**src/rtl/deconv_result_streamer.sv**
```systemverilog
// Drains the transposed-convolution result memory in raster order, requantizing each word onto a valid/ready stream.
// Optional build macro STREAMER_ROUND_EN: round-to-nearest before the requantization shift.
module deconv_result_streamer #(
  parameter int N          = 2,
  parameter int K          = 3,
  parameter int pixel_bits = 8
) (
  input  logic                              i_clk,
  input  logic                              i_rst,
  input  logic                              i_start,
  input  logic [$clog2(pixel_bits*4)-1:0]   i_shift_amt,
  output logic [$clog2(N*K*N*K)-1:0]        o_rd_addr,
  input  logic [pixel_bits*4-1:0]           i_rd_data,
  output logic [pixel_bits-1:0]             o_out_data,
  output logic                              o_out_valid,
  input  logic                              i_out_ready,
  output logic                              o_out_last,
  output logic                              o_busy,
  output logic                              o_sweep_done
);

  localparam int ACC_W = pixel_bits * 4;
  localparam int TOTAL = N * K * N * K;
  localparam int AW    = $clog2(N * K * N * K);
  localparam int SW    = $clog2(pixel_bits * 4);
  localparam logic [AW-1:0] LAST_ADDR = AW'(TOTAL - 1);

  typedef enum logic [1:0] {
    ST_IDLE  = 2'd0,
    ST_FETCH = 2'd1,
    ST_SEND  = 2'd2
  } state_t;

  // Unsigned requantize: optional round, shift, then clamp to the pixel range.
  function automatic logic [pixel_bits-1:0] quant(
    input logic [ACC_W-1:0] x,
    input logic [SW-1:0]    sh
  );
    logic [ACC_W:0] sum;
    logic [ACC_W:0] s;
`ifdef STREAMER_ROUND_EN
    if (sh != {SW{1'b0}}) begin
      sum = {1'b0, x} + ({{ACC_W{1'b0}}, 1'b1} << (sh - {{(SW-1){1'b0}}, 1'b1}));
    end else begin
      sum = {1'b0, x};
    end
`else
    sum = {1'b0, x};
`endif
    s = sum >> sh;
    if (s > {{(ACC_W+1-pixel_bits){1'b0}}, {pixel_bits{1'b1}}}) begin
      quant = {pixel_bits{1'b1}};
    end else begin
      quant = s[pixel_bits-1:0];
    end
  endfunction

  state_t            r_state;
  state_t            w_next_state;
  logic [AW-1:0]     r_rd_addr;
  logic [pixel_bits-1:0] r_out_data;
  logic              r_out_valid;
  logic              r_out_last;
  logic              r_busy;
  logic              r_sweep_done;
  logic [SW-1:0]     r_shift;
  logic              w_start_ok;
  logic              w_accept;
  logic              w_at_last;

  // A start landing on the completion-pulse cycle is ignored; it is taken from the next idle cycle.
  assign w_start_ok = i_start && !r_sweep_done;
  assign w_accept   = r_out_valid && i_out_ready;
  assign w_at_last  = (r_rd_addr == LAST_ADDR);

  // State register.
  always_ff @(posedge i_clk) begin
    if (i_rst) begin
      r_state <= ST_IDLE;
    end else begin
      r_state <= w_next_state;
    end
  end

  // Next-state decode.
  always_comb begin
    w_next_state = r_state;
    case (r_state)
      ST_IDLE: begin
        if (w_start_ok) begin
          w_next_state = ST_FETCH;
        end else begin
          w_next_state = ST_IDLE;
        end
      end
      ST_FETCH: begin
        w_next_state = ST_SEND;
      end
      ST_SEND: begin
        if (w_accept && w_at_last) begin
          w_next_state = ST_IDLE;
        end else if (w_accept) begin
          w_next_state = ST_FETCH;
        end else begin
          w_next_state = ST_SEND;
        end
      end
      default: begin
        w_next_state = ST_IDLE;
      end
    endcase
  end

  // Datapath and registered outputs.
  always_ff @(posedge i_clk) begin
    if (i_rst) begin
      r_rd_addr    <= {AW{1'b0}};
      r_out_data   <= {pixel_bits{1'b0}};
      r_out_valid  <= 1'b0;
      r_out_last   <= 1'b0;
      r_busy       <= 1'b0;
      r_sweep_done <= 1'b0;
      r_shift      <= {SW{1'b0}};
    end else begin
      r_sweep_done <= 1'b0;
      case (r_state)
        ST_IDLE: begin
          if (w_start_ok) begin
            r_shift   <= i_shift_amt;
            r_rd_addr <= {AW{1'b0}};
            r_busy    <= 1'b1;
          end
        end
        ST_FETCH: begin
          r_out_data  <= quant(i_rd_data, r_shift);
          r_out_valid <= 1'b1;
          r_out_last  <= w_at_last;
        end
        ST_SEND: begin
          if (w_accept) begin
            r_out_valid <= 1'b0;
            if (w_at_last) begin
              r_rd_addr    <= {AW{1'b0}};
              r_busy       <= 1'b0;
              r_sweep_done <= 1'b1;
            end else begin
              r_rd_addr <= r_rd_addr + {{(AW-1){1'b0}}, 1'b1};
            end
          end
        end
        default: begin
          r_out_valid <= 1'b0;
        end
      endcase
    end
  end

  assign o_rd_addr    = r_rd_addr;
  assign o_out_data   = r_out_data;
  assign o_out_valid  = r_out_valid;
  assign o_out_last   = r_out_last;
  assign o_busy       = r_busy;
  assign o_sweep_done = r_sweep_done;

endmodule
```
**config.mk**
```make
export PLATFORM = sky130hd
export DESIGN_NAME = deconv_result_streamer
export DESIGN_NICKNAME = d
export VERILOG_FILES = /design/src/rtl/deconv_result_streamer.sv
export SDC_FILE = /design/constraint.sdc
export NUM_CORES = 1
export LEC_CHECK = 0
export BUFFER_PORTS_ARGS = -buffer_cell sky130_fd_sc_hd__clkbuf_2
export CORE_ASPECT_RATIO = 1.4
export CORE_UTILIZATION = 55
export DETAILED_ROUTE_END_ITERATION = 7
export PLACE_DENSITY = 0.92
export SLEW_MARGIN = 20
export SYNTH_ARGS = -nofsm -noshare
export SYNTH_HDL_FRONTEND = slang
export SYNTH_SLANG_ARGS = --single-unit
```
**constraint.sdc**
```tcl
create_clock -name i_clk -period 4.1 [get_ports i_clk]
set_input_delay 0.82 -clock i_clk [delete_from_list [all_inputs] [get_ports i_clk]]
set_output_delay 0.82 -clock i_clk [all_outputs]
set_load 0.005 [all_outputs]
```
* Word level (Yosys, flattened, before mapping)
Index checks and enable logic that the tools add are counted.
** Storage, ports and cells
- Register bits after elaboration :: 25
- Bits of input ports :: 41
** Cells by class
- Add/subtract/negate cells :: 1
- Magnitude comparators :: 1
- Equal/unequal tests :: 6
- Shift operators :: 1
- Multiplexer cells :: 16
- Bitwise gates (word level) :: 3
- Reduce and logical (&&, ||, !) cells :: 11
** Operators with widths (number)
- greater-than comparator 33 x 8 -> 1 bit, second input constant :: 1
- right shift 32 x 5 -> 33 bit :: 1
- 2-to-1 mux 6 bit :: 3
- case mux 6 bit (2 select lines) :: 1
- 2-to-1 mux 8 bit :: 1
- adder 6 x 1 -> 6 bit, second input constant :: 1
- == test 6 bit, second input constant :: 1
- 2-to-1 mux 1 bit :: 6
- inequality test 2 bit, second input constant :: 3
- case mux 2 bit (3 select lines) :: 1
- 2-to-1 mux 2 bit :: 2
- AND reduction 2 bit :: 2
- AND reduction 4 bit :: 1
- logical AND 1 bit :: 3
- NOT 1 bit :: 3
- case mux 1 bit (3 select lines) :: 1
- AND reduction 3 bit :: 1
- OR reduction 3 bit :: 1
- == test 2 x 1 -> 1 bit, second input constant :: 1
- == test 2 bit, second input constant :: 1
- logical NOT 2 bit :: 1
- case mux 1 bit (2 select lines) :: 1
- nonzero test 2 bit :: 1
- logical NOT 1 bit :: 1

* Longest topological paths before layout
Gate-level depths: netlist of run 1.
- Word-level depth :: 4
- Depth in mapped cells :: 11

* Worst setup path before layout of run 1
OpenSTA, ideal clock, no wires.
- Kind :: input-to-reg
- From :: input port i_rd_data[27]
- To :: register r_out_data[0], in the netlist o_out_data[0]
- Setup time :: 0.151 ns
- Data arrival time :: 2.846 ns
- Data required time :: 3.949 ns
- Slack :: 1.103 ns
- Stages :: 7
- Path through :: clkbuf_1 > mux2i_1 > o22ai_1 > or3_1 > or4_4 > a2111oi_4 > a41oi_1
** Between the ends
- Word-level cells in the longest chain between the ends :: 3
** RTL lines
- start: declaration :: line 13 : input logic [pixel_bits*4-1:0] i_rd_data,
- right shift 32 x 5 -> 33 bit * :: line 50 : s = sum >> sh;
- greater-than comparator 33 x 8 -> 1 bit :: line 51 : if (s > {{(ACC_W+1-pixel_bits){1'b0}}, {pixel_bits{1'b1}}}) begin
- 2-to-1 mux 8 bit * :: line 51
- end signal: assignment :: line 118 : r_out_data <= {pixel_bits{1'b0}};
- end signal: assignment :: line 135 : r_out_data <= quant(i_rd_data, r_shift);
- end: declaration :: line 61 : logic [pixel_bits-1:0] r_out_data;
Mark *: on every way between the ends. The rest lies on a longest branch, timed or not.
A chain may end at the register's enable or synchronous reset.

* Worst setup path in the final report of run 1
- From :: register r_shift[1]
- To :: register r_out_data[1], in the netlist o_out_data[1]
** Between the ends
- Word-level cells in the longest chain between the ends :: 3
** RTL lines
- start: declaration :: line 66 : logic [SW-1:0] r_shift;
- start signal: assignment :: line 123 : r_shift <= {SW{1'b0}};
- start signal: assignment :: line 129 : r_shift <= i_shift_amt;
- right shift 32 x 5 -> 33 bit * :: line 50
- greater-than comparator 33 x 8 -> 1 bit :: line 51
- 2-to-1 mux 8 bit * :: line 51
Marks and branches as above.

==> run metrics, run 1 <==
Crit path top cell by count buf_4; Cell Count, Final, Fillers Out 460; Final HPWL DP 6545 um; initial antenna violation count 0; Max clock buf depth 2; sw power 298.4 uW; drt total wl about 8500 um; CP endpoint kind flip-flop; vias in the first global route around 2900; CTS clk-pin slew, worst paths 0.08 ns; Crit. Startpoint r_shift[1]$_SDFFE_PP0P_; Post-synth EDFFs 0; later-pin clock latency in the skew report 0.27 ns; total track usage 30.61%; global-route wire length before repair 13810 um; top post-synthesis cells by area mux4_2 17%, dfxtp_1 17%, mux2i_1 9.4%; Via-to-Cell Ratio 6.941; post-synthesis async set-or-reset flop share 0%; total number of vias around 3200; largest net degree at the start of global routing 32; CP cell instances buf_4 -> buf_4 -> mux2i_1 -> o22ai_1 -> nor3_1 -> o21ai_0 -> a2111oi_4 -> a41oi_1; Fill cells roughly 470; Avg WL per Cell 18.56 um; WS Path Type reg -> reg; final worst path period need 3.490 ns; Crit Reg-Reg Startpoint r_shift[1]$_SDFFE_PP0P_; Clock Sinks 25; Die ar. about 0.0057 mm^2; Die Y between 80 and 90 um; core area 0.005197 mm^2; Post-CTS Setup Bufs 0; CTS tree done; final setup vio count 0; final-stage net count 437; min-delay src o_busy$_SDFFE_PP0P_; share of layout cells above drive strength 1 29.19%; VDD IR-drop max 0.0001223 V; Pins Over Slew Limit 0; drt pass-1 iters 4; die width 64.23 um; CP Max Fanout 28; FF+latch area 501.7 um^2; ys flop type dfxtp_1; hold-fix buffers at CTS 0; Int Power 494.8 uW; area of the multi-input gates between 0.002 and 0.0025 mm^2; Clock Skew 0.004751 ns; FF+latch count, synth 25; Cell Pwr Density 238.4 mW/mm^2; Sw Ratio 37.61%; Avg Synthesized Cell Area 8.423 um^2; max_cap viols 0; P&R area growth vs syn 11.58%; num ports 59; share of the synthesized area in the top cell type 17.37%; CTS root buffer clkbuf_8; clock share of power 18.3%; # diodes 0; dpl cells 456; Worst Max-Slew Pin Slew 0.6597 ns; fmax between 200 and 300 MHz; Distinct cells, synth 58; HP Class reg -> reg; crit path launch type flip-flop; register area share after synthesis 16.79%; RSZ-0062 raised after global routing false; initial DRC count 221; H-tree lvl count 1; Worst Path Arrival 3.61 ns; DRC Markers 0; Seq pwr share 35.5%; grt ovf 0; Required @ worst endpoint approximately 4.2 ns; Fin. Hold Viols 0; site row count 31; Routed Antenna Nets 0; cell taking the most area after synthesis mux4_2; setup TNS 0 ns; status complete, no violations; Final period util 85.12%; post-synthesis cell area about 0.0030 mm^2; routability-driven placement congestion ratio 0.9743; cts bufs inserted 3; Resize count post-CTS 0; Initial Util 57.37%; net count after synthesis 396; PortBufs a little under 60; cells after synthesis 354; combinational power share 46.2%; CP peak stage delay 0.75 ns; Synth warnings 0; Leak 0.001252 uW; slowest stage cell, crit path dfxtp_2; Rel. slew slack 55.98%
-- critical path, delay by kind of cell, from the launching register on --
kind	cells	cell delay [ns]
compound gates	4	1.18
buf+inv	2	0.76
flops	1	0.75
mux	1	0.34
simple gates	1	0.29
-- per-layer routing --
layer,part of all wire (%),wire [um],vias up,track usage [%]
li1,-,-,1460,-
met1,38,3253,1526,35.79
met2,51,4378,171,53.77
met3,5.9,506,36,2.551
met4,4.7,397,0,20.40
met5,0,0,-,0
-- through the flow --
stage	utilization (%)	hold WS [ns]	power [uW]	setup WS [ns]	instance area, um^2
final	64.01	0.4814	793.2	0.6103	3327
after CTS	64.01	0.4838	789.7	0.6655	3327
after global placement	63.14	0.4653	635.4	0.8081	3282
after global routing	64.01	0.5151	840.4	0.3484	3327
after detailed placement	63.14	0.4719	645.0	0.6874	3282
after floorplan	-	0.4704	541.1	1.103	2982
-- sequential cells by signal, indices dropped and copies added (netlist names) --
signal / count
r_shift: 5
o_out_last: 1
o_rd_addr: 6
o_out_data: 8
o_sweep_done: 1
o_busy: 1
o_out_valid: 1
r_state: 2
-- worst paths after layout --
kind,slack [ns],cells past startpoint,endpoint
max,0.61,8,o_out_data[1]$_SDFFE_PP0P_
max reg2reg,0.61,8,o_out_data[1]$_SDFFE_PP0P_
min,0.48,2,o_busy$_SDFFE_PP0P_
min reg2reg,0.48,2,o_busy$_SDFFE_PP0P_
-- layout by cell type (no fill, tap or decap), types with 2 or more instances in the layout --
master	count
nor4b_1	2
nor4_1	6
nor3_1	14
a22oi_1	2
a22o_1	2
o21a_1	3
nand3_1	11
clkbuf_2	58
inv_1	4
a211o_1	3
nand2_1	17
mux4_2	23
dfxtp_1	24
and2_1	4
xor2_1	3
o311ai_0	3
mux2_2	16
o22ai_1	6
nor2b_1	8
a31oi_1	2
nor2_1	52
a2111oi_0	2
clkbuf_8	3
nor3b_1	3
o221ai_1	4
o31ai_1	3
a41oi_1	7
o21ai_0	13
or2_2	2
a21oi_1	20
o2111ai_1	2
buf_4	8
nand2b_1	4
mux2i_1	28
a221oi_1	2
a211oi_1	3
nand4_1	2
a21o_1	3
-- power groups by stage --
stage / Combinational (uW) / Sequential [uW] / Clock, uW
floorplan: 267 / 274 / 0
global placement: 349 / 286 / 0
detailed placement: 358 / 287 / 0
CTS: 359 / 281 / 149
global route: 396 / 285 / 159
finish: 366 / 282 / 145
-- cells in the mapped netlist (all sizes together) (4+ instances only) --
library cell / number
mux2i: 28
mux2: 17
o21ai: 13
nand2: 17
o221ai: 4
clkbuf: 14
mux4: 23
buf: 16
nor3: 14
a21oi: 20
nor2: 52
o22ai: 6
nand3: 11
dfxtp: 25
nor4: 6
inv: 4
and2: 4
nand2b: 4
nor2b: 8
a41oi: 7
-- cell families after synthesis --
kind of cell	Yosys count	share of synthesized area (%)
compound gates	86	20.56
xor+xnor	4	1.175
fa+ha+maj	1	0.4196
buf+inv	35	5.329
flops	25	16.79
mux	68	33.32
simple gates	135	22.41
-- layout make-up --
class                      count  share of cell area [%]
inverter                       5                  0.5641
timing repair buffer          66                   10.53
sequential                    25                   15.08
tap                           66                   2.482
multi-input combinational    294                   69.99
clock buffer                   4                   1.354
(Power assumes the default switching activity.)
==> run 2, diff against run 1 <==
- CORE_MARGIN: not set -> 2
- CORE_UTILIZATION: 55 -> 51
- PLACE_DENSITY: 0.92 -> 0.9
- clock period: 4.1 -> 3.2 ns (I/O delays scaled with it)
==> run 2 against run 1 <==
Effect of this change: sequential power up 27%; routed wire length up 4.6%; sequential share of layout area down 0.57 points; highest routed layer unchanged; core utilization down 1.6 points; worst setup slack worse by 0.36 ns; final area up 4.5%; fmax up 18%; critical path depth down 1; flip-flop and latch count unchanged; cell count up 4.1%; critical path type unchanged; count of clock-buffer cells in the layout down 1.
==> run metrics, run 2 (synthesis results as in run 1) <==
commonest cells after routing, fill and taps aside 58 x clkbuf_2, 52 x nor2_1, 28 x mux2i_1; Min-Delay Endpoint o_out_last$_SDFFE_PP0P_; CTS clk-pin slew, worst paths 0.09 ns; Worst Path Arrival just over 3 ns; CTS root buffer clkbuf_8; final setup vio count 0; setup TNS 0 ns; Post-CTS Setup Bufs 0; largest net degree at the start of global routing 30; routability-driven placement congestion ratio ~0.96; r2r endpoint o_out_data[0]$_SDFFE_PP0P_; highest routed layer met4; Required @ worst endpoint ~3.3 ns; # diodes 0; reg2reg setup slack 0.25 ns; Final HPWL DP around 7000 um; die width 68.62 um; Cell Pwr Density approximately 300 mW/mm^2; CTS tree done; Avg WL per Cell about 19 um; H-tree lvl count 1; Cell Area, Placed 0.003425 mm^2; core area roughly 0.0056 mm^2; met3 WL post-DR 543 um; max_cap viols 0; CP Max Fanout 23; Crit Reg-Reg Startpoint r_shift[1]$_SDFFE_PP0P_; Leak 0.001341 uW; num ports about 60; Final period util 92.31%; initial DRC count 213; Hold Path Depth 2; share of layout cells above drive strength 1 32.36%; global-route wire length before repair 14370 um; commonest non-fill, non-tap cell in the layout clkbuf_2; later-pin clock latency in the skew report 0.28 ns; min-delay src o_out_last$_SDFFE_PP0P_; Pins Over Slew Limit 0; Max clock buf depth 2; FF-to-FF path depth 7; Rel. slew slack a little under three fifths; HP Class reg -> reg; Via-to-Cell Ratio 6.766; drt total wl 8925 um; total number of vias around 3200; VDD IR-drop max 0.0001691 V; drt pass-1 iters 5; Die Y 94.47 um; PortBufs 58; met2 wire length 4608 um; worst slack at placement around 0.057 ns; WS Path Type reg -> reg; routed length on met1 3283 um; total track usage 28.94%; Initial Util a little over half; number of flip-flops in the largest register 8; fmax 338.5 MHz; cts bufs inserted 3; Post-Layout Inst Area between 0.003 and 0.004 mm^2; hold_ws ~0.5 ns; Clock Skew 0.008128 ns; crit path launch type flip-flop; Final Core Density 62.46%; site row count 32; DRC Markers 0; post-route setup slack 0.2462 ns; final-stage net count 454; Fin. Hold Viols 0; P&R area growth vs syn 16.58%; Worst Max-Slew Pin Slew 0.6548 ns; Routed Antenna Nets 0; initial antenna violation count 0; status complete, no violations; final worst path period need 2.954 ns; Clock Sinks 25; Die ar. approximately 0.0065 mm^2; grt ovf 0; vias in the first global route 3091; CP endpoint kind flip-flop; RSZ-0062 raised after global routing false
[run 2: cell types whose count changed in the layout (fill, tap and decap cells not counted)]
cell        change
buf_12          +1
clkinvlp_4      +1
buf_4          +16
clkbuf_1        -1
dfxtp_2         -1
dfxtp_4         +1
[run 2: area by class of cell]
| class | instances | area (um^2) |
|---|---|---|
| fillers | 471 | 2090 |
| multi-input cells | 294 | 2328 |
| clock buffers | 3 | 41.29 |
| repair buffers | 83 | 490.5 |
| clock inverters | 1 | 7.507 |
| well taps | 68 | 85.08 |
| inverters | 5 | 18.77 |
| flip-flops and latches | 25 | 504.2 |
[run 2: layer usage]
metal | track usage (%) | vias up
li1 | - | 1500
met4 | 20.00 | 0
met1 | 32.31 | 1524
met5 | 0 | -
met2 | 49.76 | 174
met3 | 2.861 | 43
[run 2: per-stage QoR]
stage                     instances  total power (uW)
final                           479              1047
after global routing            479              1108
after CTS                       479              1045
after detailed placement        475             850.6
after global placement          475             836.8
after floorplan                 354             693.3
[run 2: worst max-delay path by stage]
stage | start | end | cells after the start
finish | r_shift[1]$_SDFFE_PP0P_ | o_out_data[0]$_SDFFE_PP0P_ | 7
floorplan | i_rd_data[27] | o_out_data[0]$_SDFFE_PP0P_ | 7
CTS | r_shift[1]$_SDFFE_PP0P_ | o_out_data[5]$_SDFFE_PP0P_ | 7
detailed placement | i_rd_data[31] | o_out_data[4]$_SDFFE_PP0P_ | 9
global placement | i_rd_data[28] | o_out_data[6]$_SDFFE_PP0P_ | 7
global route | r_shift[1]$_SDFFE_PP0P_ | o_out_data[0]$_SDFFE_PP0P_ | 6
[run 2: repair_timing]
item | CTS | global route
hold buffers | 0 | 0
endpoints found under the hold margin | 0 | 0
resized for setup | 0 | 1
setup endpoints to repair | 0 | 8
[run 2: worst max-delay path: stages, from the launching register on]
cell	delay [ns]
dfxtp_4	0.55
buf_4	0.23
mux4_2	0.51
mux2i_1	0.24
nand2_1	0.08
or4_4	0.44
a2111oi_4	0.55
a41oi_1	0.20
[run 2: report_power, final]
group	internal, uW	total (uW)	switching, uW
Sequential	330	357	26.6
Clock	88.5	194	105
Combinational	233	497	264
==> run 3, diff against run 2 <==
- BUFFER_PORTS_ARGS: -buffer_cell sky130_fd_sc_hd__clkbuf_2 -> not set
- CORE_UTILIZATION: 51 -> 55
- DONT_BUFFER_PORTS: not set -> 1
- PLACE_DENSITY: 0.9 -> 0.85
==> run 3 against run 2 <==
Effect of this change: fmax up 0.10%; final area decreased by 9.6%; count of clock-buffer cells in the layout grew 1; worst setup slack improved by 0.0031 ns; non-clock buffer count is 63 lower; critical endpoint is now o_out_data[6]$_SDFFE_PP0P_; global-route usage increased by 0.72 points; critical path depth stayed put; first-iteration DRC count down 8.5%.
==> run metrics, run 3 (synthesis results as in run 1) <==
status complete, no violations; Max clock buf depth 2; total track usage between 20 and 30%; global-route wire length before repair 14390 um; Worst Path Arrival 3.06 ns; Pins Over Slew Limit 0; core area 0.005197 mm^2; crit path launch type flip-flop; CP endpoint kind flip-flop; H-tree lvl count 1; die width roughly 66 um; final setup vio count 0; FF+latch area 504.2 um^2; fmax 338.9 MHz; largest net degree at the start of global routing 29; Die Y 91.12 um; final-stage net count 391; Worst Max-Slew Pin Slew 0.7257 ns; CP cell instances buf_12 -> mux2i_1 -> mux4_2 -> nor2_1 -> or4_4 -> a2111oi_4 -> a41oi_1; Sw Ratio a little over a third; Seq pwr share 37.7%; VDD IR-drop max 0.0001795 V; Cell Count, Final, Fillers Out 414; Via-to-Cell Ratio 7.114; CTS tree done; commonest non-fill, non-tap cell in the layout nor2_1; Initial Util 57.37%; RSZ-0062 raised after global routing false; CP peak stage delay 0.55 ns; dpl cells 410; routability-driven placement congestion ratio 0.9747; Int Power 624.0 uW; Required @ worst endpoint between 3 and 4 ns; later-pin clock latency in the skew report 0.26 ns; Clock Skew roughly 0.0029 ns; Final HPWL DP 6728 um; CTS root buffer clkbuf_8; cts bufs inserted 3; Rel. slew slack about half; P&R area growth vs syn 5.371%; share of layout cells above drive strength 1 19.83%; PortBufs 0; num ports 59; Avg WL per Cell 20.91 um; Post-CTS Setup Bufs 0; Final period util 92.21%; final worst path period need 2.951 ns; total number of vias a little under 3000; Leak 0.001067 uW; Fill cells approximately 470; vias in the first global route 3080; max_cap viols 0; Die ar. 0.006034 mm^2; combinational power share a little over two fifths; HP Class in -> reg; clock share of power roughly a fifth; initial DRC count 195; CP Max Fanout 28; drt total wl 8658 um; setup TNS 0 ns; Clock Sinks 25; WS Path Type reg -> reg; number of flip-flops in the largest register 8; Fin. Hold Viols 0; Routed Antenna Nets 0; # diodes 0; slowest stage cell, crit path or4_4; CTS clk-pin slew, worst paths 0.08 ns; grt ovf 0; DRC Markers 0; drt pass-1 iters 5; initial antenna violation count 0; area of the multi-input gates approximately 0.0023 mm^2; commonest cells after routing, fill and taps aside 52 x nor2_1, 28 x mux2i_1, 24 x dfxtp_1; Cell Pwr Density slightly above 300 mW/mm^2; site row count 31; hold-fix buffers at CTS 0; sw power 337.6 uW
[run 3: worst max-delay path, delay by kind of cell, from the launching register on]
kind	cells	cell delay [ns]
AOI/OAI and AO/OA	2	0.74
muxes	2	0.69
and+or+nand+nor	2	0.60
DFF	1	0.52
buffers and inverters	1	0.23
[run 3: power groups by stage]
stage	sequential [uW]	combinational, uW	clock (uW)
after floorplan	351	342	0
after global placement	369	403	0
after detailed placement	370	412	0
after CTS	362	413	184
after global routing	367	454	202
final	362	419	181
[run 3: worst paths after layout]
path / start / endpoint / slack (ns) / depth (start not counted)
worst min register to register: o_busy$_SDFFE_PP0P_ / o_busy$_SDFFE_PP0P_ / 0.50 / 2
worst max register to register: r_shift[1]$_SDFFE_PP0P_ / o_out_data[6]$_SDFFE_PP0P_ / 0.25 / 7
worst max-delay path: r_shift[1]$_SDFFE_PP0P_ / o_out_data[6]$_SDFFE_PP0P_ / 0.25 / 7
worst min-delay path: i_rst / r_shift[1]$_SDFFE_PP0P_ / 0.44 / 1
[run 3: layer usage]
metal / vias to the layer above / track usage, % / share of wire [%]
li1: 1362 / - / -
met1: 1399 / 34.40 / 36
met2: 155 / 51.08 / 52
met3: 29 / 4.337 / 7.7
met4: 0 / 15.65 / 4.3
met5: - / 0 / 0
[run 3: timing repair]
| action | 4_1_cts | 5_1_grt |
|---|---|---|
| endpoints found under the setup margin | 0 | 8 |
| gates resized for setup | 0 | 1 |
| hold endpoints to repair | 0 | 0 |
[run 3: layout make-up]
cell class              count  share of cell area (%)
repair buffers             20                   5.177
clock buffers               4                   1.434
inverters                   5                  0.5974
multi-input cells         294                   74.11
flip-flops and latches     25                   16.05
well taps                  66                   2.628
[run 3: stage by stage]
stage / hold slack, ns / setup WS, ns / area, um^2 / power [uW] / utilization, %
global placement: 0.4742 / 0.2520 / 3094 / 772.1 / 59.53
global route: 0.4192 / 0.005234 / 3142 / 1023 / 60.45
floorplan: 0.4704 / 0.3830 / 2982 / 693.3 / -
CTS: 0.4311 / 0.1212 / 3139 / 959.1 / 60.40
finish: 0.4364 / 0.2492 / 3142 / 961.7 / 60.45
detailed placement: 0.4840 / 0.1391 / 3094 / 781.1 / 59.53
